$ cat src/rtl/partition_meter_pkg.sv
// Shared types and width helpers for the partition error meter.
// Optional feature macro used by the design: ERR_HAMMING_EN (Hamming-distance accumulator).
package partition_meter_pkg;

    // Sweep controller states
    typedef enum logic [1:0] {
        ST_IDLE   = 2'd0,
        ST_WAIT   = 2'd1,
        ST_SAMPLE = 2'd2,
        ST_DONE   = 2'd3
    } meter_state_t;

    // err_cnt must hold 2^ni, the count when every vector differs
    function automatic int acc_cnt_width(input int ni);
        return ni + 1;
    endfunction

    // Sums of up to 2^ni terms, each below 2^no, fit in no+ni bits
    function automatic int acc_sum_width(input int ni, input int no);
        return ni + no;
    endfunction

    // Wait-counter width able to hold the value settle (at least one bit)
    function automatic int wait_width(input int settle);
        return (settle < 2) ? 1 : $clog2(settle + 1);
    endfunction

endpackage

$ cat src/rtl/err_diff_unit.sv
// Combinational difference unit: unsigned |a-b| and, with ERR_HAMMING_EN,
// the number of differing bits between a and b.
module err_diff_unit
    import partition_meter_pkg::*;
#(
    parameter int NO = 4,
    parameter int PW = $clog2(NO + 1)
) (
    input  logic [NO-1:0] a,
    input  logic [NO-1:0] b,
`ifdef ERR_HAMMING_EN
    output logic [PW-1:0] popcnt,
`endif
    output logic [NO-1:0] diff
);

    // Absolute difference; subtract the smaller from the larger so no sign bit is needed
    always_comb begin
        diff = (a >= b) ? (a - b) : (b - a);
    end

`ifdef ERR_HAMMING_EN
    logic [NO-1:0] xor_bits;

    // Per-bit disagreement between the two outputs
    generate
        for (genvar gi = 0; gi < NO; gi++) begin : g_xor
            assign xor_bits[gi] = a[gi] ^ b[gi];
        end
    endgenerate

    // Population count of the disagreeing bits
    always_comb begin
        popcnt = '0;
        for (int i = 0; i < NO; i++) begin
            popcnt = popcnt + PW'(xor_bits[i]);
        end
    end
`endif

endmodule

$ cat src/rtl/partition_error_meter.sv
// Exhaustive sweep of a partition pair: drives pi = 0..2^NI-1, holds each
// pattern SETTLE cycles, samples both outputs and accumulates error metrics.
// Optional feature macro: ERR_HAMMING_EN enables the hd_sum accumulator;
// when undefined hd_sum is constant zero.
module partition_error_meter
    import partition_meter_pkg::*;
#(
    parameter int NI     = 7,
    parameter int NO     = 4,
    parameter int SETTLE = 1
) (
    input  logic                                 clk,
    input  logic                                 rst,
    input  logic                                 start,
    output logic [NI-1:0]                        pi,
    input  logic [NO-1:0]                        po_exact,
    input  logic [NO-1:0]                        po_approx,
    output logic                                 busy,
    output logic                                 done,
    output logic [acc_cnt_width(NI)-1:0]         err_cnt,
    output logic [acc_sum_width(NI, NO)-1:0]     err_sum,
    output logic [NO-1:0]                        err_max,
    output logic [acc_sum_width(NI, NO)-1:0]     hd_sum
);

    localparam int CW = acc_cnt_width(NI);
    localparam int SW = acc_sum_width(NI, NO);
    localparam int WW = wait_width(SETTLE);
    localparam int PW = $clog2(NO + 1);

    meter_state_t  state_reg, state_next;
    logic [NI-1:0] pi_reg, pi_next;
    logic [WW-1:0] wait_reg, wait_next;
    logic          busy_reg, busy_next;
    logic          done_reg, done_next;
    logic [CW-1:0] err_cnt_reg, err_cnt_next;
    logic [SW-1:0] err_sum_reg, err_sum_next;
    logic [NO-1:0] err_max_reg, err_max_next;
    logic [NO-1:0] diff;

`ifdef ERR_HAMMING_EN
    logic [PW-1:0] popcnt;
    logic [SW-1:0] hd_sum_reg, hd_sum_next;
`endif

    err_diff_unit #(
        .NO (NO),
        .PW (PW)
    ) u_diff (
        .a      (po_exact),
        .b      (po_approx),
`ifdef ERR_HAMMING_EN
        .popcnt (popcnt),
`endif
        .diff   (diff)
    );

    // State and accumulator registers; reset returns everything to idle/zero
    always_ff @(posedge clk or posedge rst) begin
        if (rst) begin
            state_reg   <= ST_IDLE;
            pi_reg      <= '0;
            wait_reg    <= '0;
            busy_reg    <= 1'b0;
            done_reg    <= 1'b0;
            err_cnt_reg <= '0;
            err_sum_reg <= '0;
            err_max_reg <= '0;
`ifdef ERR_HAMMING_EN
            hd_sum_reg  <= '0;
`endif
        end else begin
            state_reg   <= state_next;
            pi_reg      <= pi_next;
            wait_reg    <= wait_next;
            busy_reg    <= busy_next;
            done_reg    <= done_next;
            err_cnt_reg <= err_cnt_next;
            err_sum_reg <= err_sum_next;
            err_max_reg <= err_max_next;
`ifdef ERR_HAMMING_EN
            hd_sum_reg  <= hd_sum_next;
`endif
        end
    end

    // Next-state logic: start only honoured when idle or finished
    always_comb begin
        state_next   = state_reg;
        pi_next      = pi_reg;
        wait_next    = wait_reg;
        busy_next    = busy_reg;
        done_next    = done_reg;
        err_cnt_next = err_cnt_reg;
        err_sum_next = err_sum_reg;
        err_max_next = err_max_reg;
`ifdef ERR_HAMMING_EN
        hd_sum_next  = hd_sum_reg;
`endif
        case (state_reg)
            ST_IDLE, ST_DONE: begin
                if (start) begin
                    state_next   = ST_WAIT;
                    pi_next      = '0;
                    wait_next    = WW'(SETTLE);
                    busy_next    = 1'b1;
                    done_next    = 1'b0;
                    err_cnt_next = '0;
                    err_sum_next = '0;
                    err_max_next = '0;
`ifdef ERR_HAMMING_EN
                    hd_sum_next  = '0;
`endif
                end
            end
            ST_WAIT: begin
                // Counter was loaded with SETTLE; leaving at 1 gives SETTLE wait cycles
                if (wait_reg == WW'(1)) begin
                    state_next = ST_SAMPLE;
                end else begin
                    wait_next = wait_reg - WW'(1);
                end
            end
            ST_SAMPLE: begin
                err_cnt_next = err_cnt_reg + CW'(diff != '0);
                err_sum_next = err_sum_reg + SW'(diff);
                if (diff > err_max_reg) begin
                    err_max_next = diff;
                end
`ifdef ERR_HAMMING_EN
                hd_sum_next  = hd_sum_reg + SW'(popcnt);
`endif
                if (pi_reg == '1) begin
                    state_next = ST_DONE;
                    busy_next  = 1'b0;
                    done_next  = 1'b1;
                end else begin
                    state_next = ST_WAIT;
                    pi_next    = pi_reg + NI'(1);
                    wait_next  = WW'(SETTLE);
                end
            end
            default: begin
                state_next = ST_IDLE;
            end
        endcase
    end

    assign pi      = pi_reg;
    assign busy    = busy_reg;
    assign done    = done_reg;
    assign err_cnt = err_cnt_reg;
    assign err_sum = err_sum_reg;
    assign err_max = err_max_reg;
`ifdef ERR_HAMMING_EN
    assign hd_sum  = hd_sum_reg;
`else
    assign hd_sum  = '0;
`endif

endmodule
$ cat config.mk
export PLATFORM = sky130hd
export DESIGN_NAME = partition_error_meter
export DESIGN_NICKNAME = d
export VERILOG_FILES = /design/src/rtl/partition_meter_pkg.sv /design/src/rtl/err_diff_unit.sv /design/src/rtl/partition_error_meter.sv
export SDC_FILE = /design/constraint.sdc
export NUM_CORES = 1
export LEC_CHECK = 0
export ABC_AREA = 1
export CAP_MARGIN = 15
export CORE_AREA = 2 2 59 103
export DETAILED_ROUTE_END_ITERATION = 8
export DIE_AREA = 0 0 61 105
export PLACE_DENSITY_LB_ADDON = 0.3
export SYNTH_ARGS = -nofsm -noshare
export SYNTH_HDL_FRONTEND = slang
export SYNTH_SLANG_ARGS = --single-unit
$ cat constraint.sdc
create_clock -name clk -period 1.65 [get_ports clk]
set_input_delay 0.165 -clock clk [delete_from_list [all_inputs] [get_ports clk]]
set_output_delay 0.165 -clock clk [all_outputs]
set_load 0.1 [all_outputs]
==> results of run 1 <==
layout by cell type (no fill, tap or decap), drive strengths merged, types with 7 or more instances in the layout:
cell	n
o21ai	19
conb	11
clkbuf	8
nand4	8
a21oi	12
buf	74
nand3	37
inv	57
ha	21
nor3	7
nand2	83
dfrtp	35
nor2	25
final timing paths:
check,startpoint,to,slack [ns],cells after the start
worst max-delay path,po_exact[0],err_max[2],-0.45,20
min in group clk,po_approx[0],err_max[0],0.34,4
worst min register to register,wait_reg,wait_reg,0.49,1
worst min-delay path,rst,pi[4],0.26,3
max in group asynchronous,rst,pi[1],1.02,3
worst max register to register,err_sum[0],err_sum[8],0,8
critical path, stage by stage:
cell	delay (ns)
buf_12	0.11
inv_12	0.04
ha_4	0.12
inv_4	0.03
fa_2	0.35
inv_2	0.06
nand2_2	0.06
nand3_4	0.07
nand2_4	0.08
nand2_2	0.07
and2_4	0.18
inv_6	0.05
ha_4	0.26
inv_2	0.03
o21bai_1	0.12
nand2_1	0.09
nand2_2	0.13
nand3_4	0.11
nand3_1	0.09
o21ai_1	0.07
per-layer routing:
metal	vias to the layer above	wire length (um)	GRT usage, %
li1	1216	-	-
met1	1265	2660	24.8
met2	88	4230	41.5
met3	27	243	4.83
met4	0	310	11.8
met5	-	0	0
power by group:
part,switching (mW),total [mW],internal [mW]
registers,0.300,1.35,1.05
logic,2.81,4.57,1.75
clock network,0.356,0.846,0.490
kinds of logic (layout without fill, tap and decap cells):
| group | count (synthesis) | count (layout) | synth area share (%) |
|---|---|---|---|
| AO/OA/AOI/OAI | 36 | 36 | 8.30 |
| XOR/XNOR | 6 | 6 | 2.10 |
| adder cells (fa/ha/maj) | 24 | 24 | 12.9 |
| buffers and inverters | 72 | 146 | 13.3 |
| flip-flops | 35 | 35 | 35.0 |
| other | 1 | 11 | 0.150 |
| AND/OR/NAND/NOR | 161 | 161 | 28.2 |
stage by stage:
stage               setup TNS [ns]  instance area, sq um  setup slack [ns]
floorplan                    -8.53                  2700            -0.510
finish                       -7.95                  4210            -0.452
global route                -10.15                  4210            -0.545
global placement            -25.22                  3620             -1.21
CTS                          -6.52                  3980            -0.374
detailed placement          -26.46                  3620             -1.32
final cells by class:
| class | count | area share, % |
|---|---|---|
| Clock buffer | 6 | 1.96 |
| Clock inverter | 2 | 0.833 |
| Inverter | 57 | 5.62 |
| Multi-Input combinational cell | 238 | 43.0 |
| Sequential cell | 35 | 21.1 |
| Tap cell | 76 | 2.26 |
| Timing Repair Buffer | 81 | 25.2 |
timing repair:
| item | 4_1_cts | 5_1_grt |
|---|---|---|
| cloned | 0 | 0 |
| resized for setup | 71 | 51 |
| buffers inserted | 5 | 7 |
| setup endpoints to repair | 26 | 30 |
| pin swaps | 33 | 28 |
==> flow_metrics.env, run 1 <==
export IMPL_grt_pass1_wl_mm=11.4
export IMPL_grt_usage_pct=23.5
export IMPL_die_h_um=105
export IMPL_total_power_mw=6.76
export IMPL_wl_per_cell_um=15.0
export IMPL_detail_route_antenna_nets=0
export IMPL_core_region_area_sq_um=5540
export IMPL_nets=453
export IMPL_grt_antenna_before_repair=0
export IMPL_synth_seq_area_share_pct=35.0
export IMPL_gp_congestion=0.846
export IMPL_synth_main_ff_cell="dfrtp_1"
export IMPL_largest_reg_flops=11
export IMPL_instances_no_fill=495
export IMPL_route_vias_total=2596
export IMPL_avgSynthCellArea_sq_um=7.47
export IMPL_clkSlewWorstSetupHoldPaths_ns=0.08
export IMPL_multi_input_area_sq_um=1810
export IMPL_antennaDiodeCount=0
export IMPL_synth_cell_area_sq_um=2500
export IMPL_syn_instance_count=335
export IMPL_num_rows=36
export IMPL_rsz0062_at_grt="true"
export IMPL_clk_path_buf_depth=2
export IMPL_finalWorstSetupSlack_ns=-0.452
export IMPL_cts_root_buf="clkbuf_8"
export IMPL_drt_iter0_markers=143
export IMPL_cp_start_kind="primary input"
export IMPL_synthToLayoutAreaGrowth_pct=68.1
export IMPL_fin_crit_sh_pct=127
export IMPL_worstSetupPathType="primary input to register"
export IMPL_yosysTopAreaCellShare_pct=35.0
export IMPL_cts_sinks=35
export IMPL_overflow=0
export IMPL_seq_area_sq_um=890
export IMPL_synthArstFlopShare_pct=100
export IMPL_worst_endpoint_arrival_ns=2.28
export IMPL_slew_violations=0
export IMPL_fin_crit_ns=2.10
export IMPL_drive_gt1_share_pct=46.1
export IMPL_start_util_pct=45.2
export IMPL_cts_tree="done"
export IMPL_synth_most_common_cell="nand2_1"
export IMPL_synth_seq_cells=35
export IMPL_grt_max_degree=36
export IMPL_cp_max_fo=4
export IMPL_whs_ns=0.259
export IMPL_ios=54
export IMPL_avgViaCountPerCell=5.24
export IMPL_insertion_delay_ns=0.30
export IMPL_finClkSkew_ns=0.00930
export IMPL_yosys_area_top_type="dfrtp_1"
export IMPL_synth_edff_count=0
export IMPL_grt_pass1_vias=2518
export IMPL_wl_mm=7.44
export IMPL_fp_dieArea_sq_um=6410
export IMPL_max_vdd_ir_drop_mv=1.20
export IMPL_nFillCells=354
export IMPL_end_kind="register"
export IMPL_port_buffers=42
export IMPL_numCtsBuffers=5
export IMPL_first_pass_iters=4
export IMPL_yosysWarningCount=0
export IMPL_hold_class="primary input to asynchronous set/reset pin"
export IMPL_yosys_cell_types_count=27
export IMPL_crit_required_ns=1.83
export IMPL_violations="negative setup slack"
export IMPL_cts_hold_buf=0
export IMPL_drv_cap=0
export IMPL_fmax_mhz=476
export IMPL_cellLeakagePower_nw=1.96
export IMPL_status="finished, violations left"
export IMPL_final_util_pct=75.9
export IMPL_synthTopCellsByArea="dfrtp_1 35%, nand2_1 12%, ha_1 10%"
export IMPL_chipWidth_um=61
export IMPL_dpl_hpwl_mm=4.75
export IMPL_powerDensity_nw_per_um2=1610
export IMPL_dp_cells=475
export IMPL_synth_cells_most_frequent="81 x nand2_1, 54 x inv_1, 35 x dfrtp_1, 35 x nand3_1"
export IMPL_hold_viol=0
export IMPL_htree_levels=2
export IMPL_drc=0
export IMPL_setup_viol=22
No activity file was read; power rests on OpenSTA's default activity.
==> run 2: changes to the inputs <==
CORE_AREA = 2 2 57 99   (was 2 2 59 103)
DIE_AREA = 0 0 59 101   (was 0 0 61 105)
clock period = 2.4 ns   (was 1.65 ns; I/O delays follow)
==> flow_metrics.env, run 2 (same netlist as run 1, synthesis figures left out) <==
export IMPL_status="finished, final reports clean"
export IMPL_hold_viol=0
export IMPL_gp_congestion=0.802
export IMPL_hold_class="primary input to asynchronous set/reset pin"
export IMPL_final_cell_area_sq_um=3460
export IMPL_antennaDiodeCount=0
export IMPL_avgViaCountPerCell=5.23
export IMPL_nets=440
export IMPL_fp_dieArea_sq_um=5960
export IMPL_synthToLayoutAreaGrowth_pct=38.3
export IMPL_grt_usage_pct=22.2
export IMPL_p_seq_share_pct=21.9
export IMPL_route_vias_total=2412
export IMPL_fin_crit_ns=2.30
export IMPL_grt_max_degree=36
export IMPL_slew_violations=0
export IMPL_grt_antenna_before_repair=0
export IMPL_clkSlewWorstSetupHoldPaths_ns=0.08
export IMPL_finClkSkew_ns=0.00907
export IMPL_end_kind="register"
export IMPL_cellLeakagePower_nw=1.78
export IMPL_dpl_hpwl_mm=4.47
export IMPL_max_vdd_ir_drop_mv=0.703
export IMPL_drv_cap=0
export IMPL_num_rows=35
export IMPL_wl_per_cell_um=13.6
export IMPL_crit_required_ns=2.56
export IMPL_slew_headroom_pct=63.9
export IMPL_pre_cts_ws_ns=-0.668
export IMPL_first_pass_iters=4
export IMPL_start_util_pct=48.5
export IMPL_htree_levels=2
export IMPL_core_region_area_sq_um=5170
export IMPL_crit_slowest_cell="ha_4"
export IMPL_die_h_um=101
export IMPL_cp_start_kind="primary input"
export IMPL_crit_family="simple AND/OR/NAND/NOR gates"
export IMPL_numCtsBuffers=5
export IMPL_ios=54
export IMPL_finalWorstSetupSlack_ns=0.104
export IMPL_cp_buffers_inverters=4
export IMPL_crit_top_cell="nand2_1"
export IMPL_fmax_mhz=436
export IMPL_chipWidth_um=59
export IMPL_worstSetupPathType="primary input to register"
export IMPL_instances_no_fill=461
export IMPL_insertion_delay_ns=0.29
export IMPL_drive_gt1_share_pct=34.5
export IMPL_cp_max_fo=4
export IMPL_largest_reg_flops=11
export IMPL_final_common_cell="nand2_1"
export IMPL_finalSetupTns_ns=0
export IMPL_internal_power_mw=1.81
export IMPL_clk_path_buf_depth=2
export IMPL_total_power_mw=3.93
export IMPL_port_buffers=42
export IMPL_fin_crit_sh_pct=95.7
export IMPL_critical_path_max_stage_delay_ns=0.28
export IMPL_cts_root_buf="clkbuf_8"
export IMPL_detail_route_antenna_nets=0
export IMPL_final_util_pct=67.0
export IMPL_overflow=0
export IMPL_mostFrequentLayoutCells="68 x nand2_1, 57 x buf_4, 42 x inv_1"
export IMPL_tightest_slew_ns=0.539
export IMPL_wl_mm=6.28
export IMPL_cts_sinks=35
export IMPL_whs_ns=0.358
export IMPL_grt_pass1_wl_mm=10.2
export IMPL_pwr_share_comb_pct=61.6
export IMPL_netSwitchingFraction_pct=54.0
export IMPL_p_sw_mw=2.12
export IMPL_setup_viol=0
export IMPL_grt_pass1_vias=2390
export IMPL_dp_cells=448
export IMPL_dpl_cell_area_sq_um=2990
export IMPL_powerDensity_nw_per_um2=1130
export IMPL_drc=0
export IMPL_clkPwrFrac_pct=16.5
export IMPL_worstPathCellList="dlygate4sd2_1 > buf_4 > ha_4 > nand2_1 > nand2_1 > nand3_2 > nand2_4 > nand2_2 > buf_4 > nand3_1 > nor2_1 > nand2_1 > ha_4 > nand2_1 > nor2_4 > buf_4 > nand3_1 > nand4_1 > o21ai_0"
export IMPL_worst_endpoint_arrival_ns=2.45
export IMPL_cts_tree="done"
export IMPL_drt_iter0_markers=97
## run 2: changes by cell type in the layout (fill, tap and decap cells not counted), moves of 7 or more
cell     change
buf_4       +26
nand3_1      +7
dfrtp_1      +7
buf_12      -34
nand2_1      +9
## run 2: final timing paths
kind	from	endpoint	slack, ns	cells past startpoint
worst max-delay path	po_approx[1]	err_cnt[7]	0.10	19
worst min-delay path	rst	busy	0.36	3
worst max register to register	state_reg[0]	err_cnt[4]	0.45	8
worst min register to register	wait_reg	wait_reg	0.48	1
max in group asynchronous	rst	done	1.72	3
min in group clk	po_approx[0]	err_max[0]	0.43	4
## run 2: worst min-delay path, delay by kind of cell
kind                   cells  cell delay [ns]
buffers and inverters      3             0.84
## run 2: final cells by class
type	instances	area, sq um
tap	55	68.8
sequential	35	876
multi-input combinational	238	1630
clock buffer	5	68.8
inverter	57	219
fill	422	1700
timing repair buffer	68	533
clock inverter	3	67.6
## run 2: power groups by stage
stage / logic [mW] / registers (mW) / clock network [mW]
after floorplan: 0.887 / 1.60 / 0
after global routing: 2.60 / 0.880 / 0.679
after CTS: 2.28 / 0.857 / 0.651
after detailed placement: 2.12 / 0.855 / 0
after global placement: 2.09 / 0.851 / 0
final: 2.42 / 0.862 / 0.647
## run 2: timing repair
item                                    4_1_cts  5_1_grt
endpoints found under the setup margin       21       19
gates resized for setup                      46       42
setup buffers                                 1        4
hold buffers                                  0        0
pin swaps                                     8       20
## run 2: metal layers
| layer | track usage [%] | vias up | wire (um) |
|---|---|---|---|
| met4 | 10.5 | 0 | 119 |
| met1 | 22.3 | 1146 | 2280 |
| met3 | 3.21 | 10 | 183 |
| met5 | 0 | - | 0 |
| met2 | 42.3 | 66 | 3700 |
| li1 | - | 1190 | - |
==> run 3: changes to the inputs <==
PLACE_DENSITY_LB_ADDON = 0.05   (was 0.3)
==> flow_metrics.env, run 3 (same netlist as run 1, synthesis figures left out) <==
export IMPL_overflow=0
export IMPL_drc=0
export IMPL_drv_cap=0
export IMPL_grt_antenna_before_repair=0
export IMPL_slew_headroom_pct=63.5
export IMPL_pre_cts_ws_ns=-0.643
export IMPL_finalWorstSetupSlack_ns=0.0869
export IMPL_rr_endpoint="err_sum[9]"
export IMPL_antennaDiodeCount=0
export IMPL_start_util_pct=48.5
export IMPL_grt_pass1_vias=2384
export IMPL_powerDensity_nw_per_um2=1090
export IMPL_finClkSkew_ns=0.00644
export IMPL_route_vias_total=2422
export IMPL_grt_max_degree=36
export IMPL_fin_crit_sh_pct=96.4
export IMPL_grt_pass1_wl_mm=10.1
export IMPL_worstSetupPathType="primary input to register"
export IMPL_mostFrequentLayoutCells="62 x nand2_1, 61 x buf_4, 40 x inv_1"
export IMPL_wl_mm=6.39
export IMPL_avgViaCountPerCell=5.22
export IMPL_gp_congestion=0.812
export IMPL_cts_tree="done"
export IMPL_drive_gt1_share_pct=36.9
export IMPL_hold_class="primary input to asynchronous set/reset pin"
export IMPL_fin_crit_ns=2.31
export IMPL_clkSlewWorstSetupHoldPaths_ns=0.07
export IMPL_wl_per_cell_um=13.8
export IMPL_total_power_mw=3.80
export IMPL_cp_start_kind="primary input"
export IMPL_max_vdd_ir_drop_mv=0.597
export IMPL_detail_route_antenna_nets=0
export IMPL_num_rows=35
export IMPL_synthToLayoutAreaGrowth_pct=39.5
export IMPL_clk_path_buf_depth=2
export IMPL_port_buffers=42
export IMPL_cts_sinks=35
export IMPL_slew_violations=0
export IMPL_final_common_cell="nand2_1"
export IMPL_die_h_um=101
export IMPL_first_pass_iters=4
export IMPL_grt_usage_pct=22.3
export IMPL_rrSetupSlack_ns=0.43
export IMPL_end_kind="register"
export IMPL_fp_dieArea_sq_um=5960
export IMPL_hold_viol=0
export IMPL_status="finished, final reports clean"
export IMPL_fmax_mhz=432
export IMPL_timing_rr_start="state_reg[0]"
export IMPL_cp_max_fo=4
export IMPL_ios=54
export IMPL_numCtsBuffers=5
export IMPL_setup_viol=0
export IMPL_insertion_delay_ns=0.29
export IMPL_chipWidth_um=59
export IMPL_dpl_hpwl_mm=4.64
export IMPL_cts_root_buf="clkbuf_8"
export IMPL_crit_required_ns=2.58
export IMPL_largest_reg_flops=11
export IMPL_cellLeakagePower_nw=1.77
export IMPL_cts_hold_buf=0
export IMPL_core_region_area_sq_um=5170
export IMPL_ff2ff_path_depth=8
export IMPL_drt_iter0_markers=63
export IMPL_htree_levels=2
export IMPL_worst_endpoint_arrival_ns=2.49
export IMPL_nets=444
export IMPL_tightest_slew_ns=0.545
## run 3: routing by layer
metal / vias to the layer above / part of all wire [%] / global-route usage [%]
met1: 1154 / 37 / 22.3
met2: 59 / 57 / 41.7
li1: 1191 / - / -
met5: - / 0 / 0
met4: 0 / 3.7 / 12.9
met3: 18 / 2.6 / 3.08
## run 3: what timing repair did
action                     CTS  global route
gates cloned                 0             0
pin swaps                   10            29
setup buffers                2             3
setup endpoints to repair   21            18
resized for setup           41            56
## run 3: worst max path at each step
stage / startpoint / to / slack, ns / cells after the start
2_1_floorplan: po_exact[0] / err_sum[5] / 0.005 / 20
3_3_place_gp: po_approx[0] / err_sum[6] / -0.56 / 21
3_5_place_dp: po_approx[0] / err_sum[9] / -0.64 / 19
4_1_cts: po_exact[2] / err_cnt[5] / 0.003 / 19
5_1_grt: po_approx[0] / err_sum[5] / -0.04 / 20
6_report: po_exact[3] / err_max[1] / 0.09 / 16
## run 3: power breakdown
| group | leakage (nW) | internal, mW | switching (mW) | total, mW |
|---|---|---|---|---|
| combinational | 1.25 | 0.715 | 1.77 | 2.49 |
| sequential | 0.471 | 0.714 | 0.153 | 0.867 |
| clock | 0.0470 | 0.225 | 0.222 | 0.448 |
## run 3: layout make-up
| type | count | area [sq um] |
|---|---|---|
| timing repair buffer | 72 | 569 |
| tap | 55 | 68.8 |
| inverter | 57 | 221 |
| fill | 458 | 1670 |
| clock buffer | 6 | 82.6 |
| clock inverter | 1 | 5.00 |
| sequential | 35 | 876 |
| multi-input combinational | 238 | 1670 |
## run 3: worst max-delay path: stages
cell and delay (ns):
clkdlybuf4s50_1 0.44, ha_4 0.31, buf_4 0.13, nand3_4 0.09
buf_4 0.15, nand3_2 0.06, and2_4 0.15, inv_4 0.05
ha_4 0.26, inv_1 0.03, o21bai_1 0.11, nand2_1 0.08
nand2_2 0.11, nand3_4 0.11, nand3_1 0.10, o21ai_0 0.07
## run 3: metrics by stage
stage	instance area (sq um)	setup TNS (ns)	util, %	instances	hold WS, ns
floorplan	2540	0	-	345	0.394
detailed placement	3020	-11.33	58.5	452	0.466
global placement	3020	-9.84	58.5	452	0.452
global route	3490	-0.184	67.6	464	0.409
finish	3490	0	67.6	464	0.350
CTS	3260	0	63.1	461	0.369
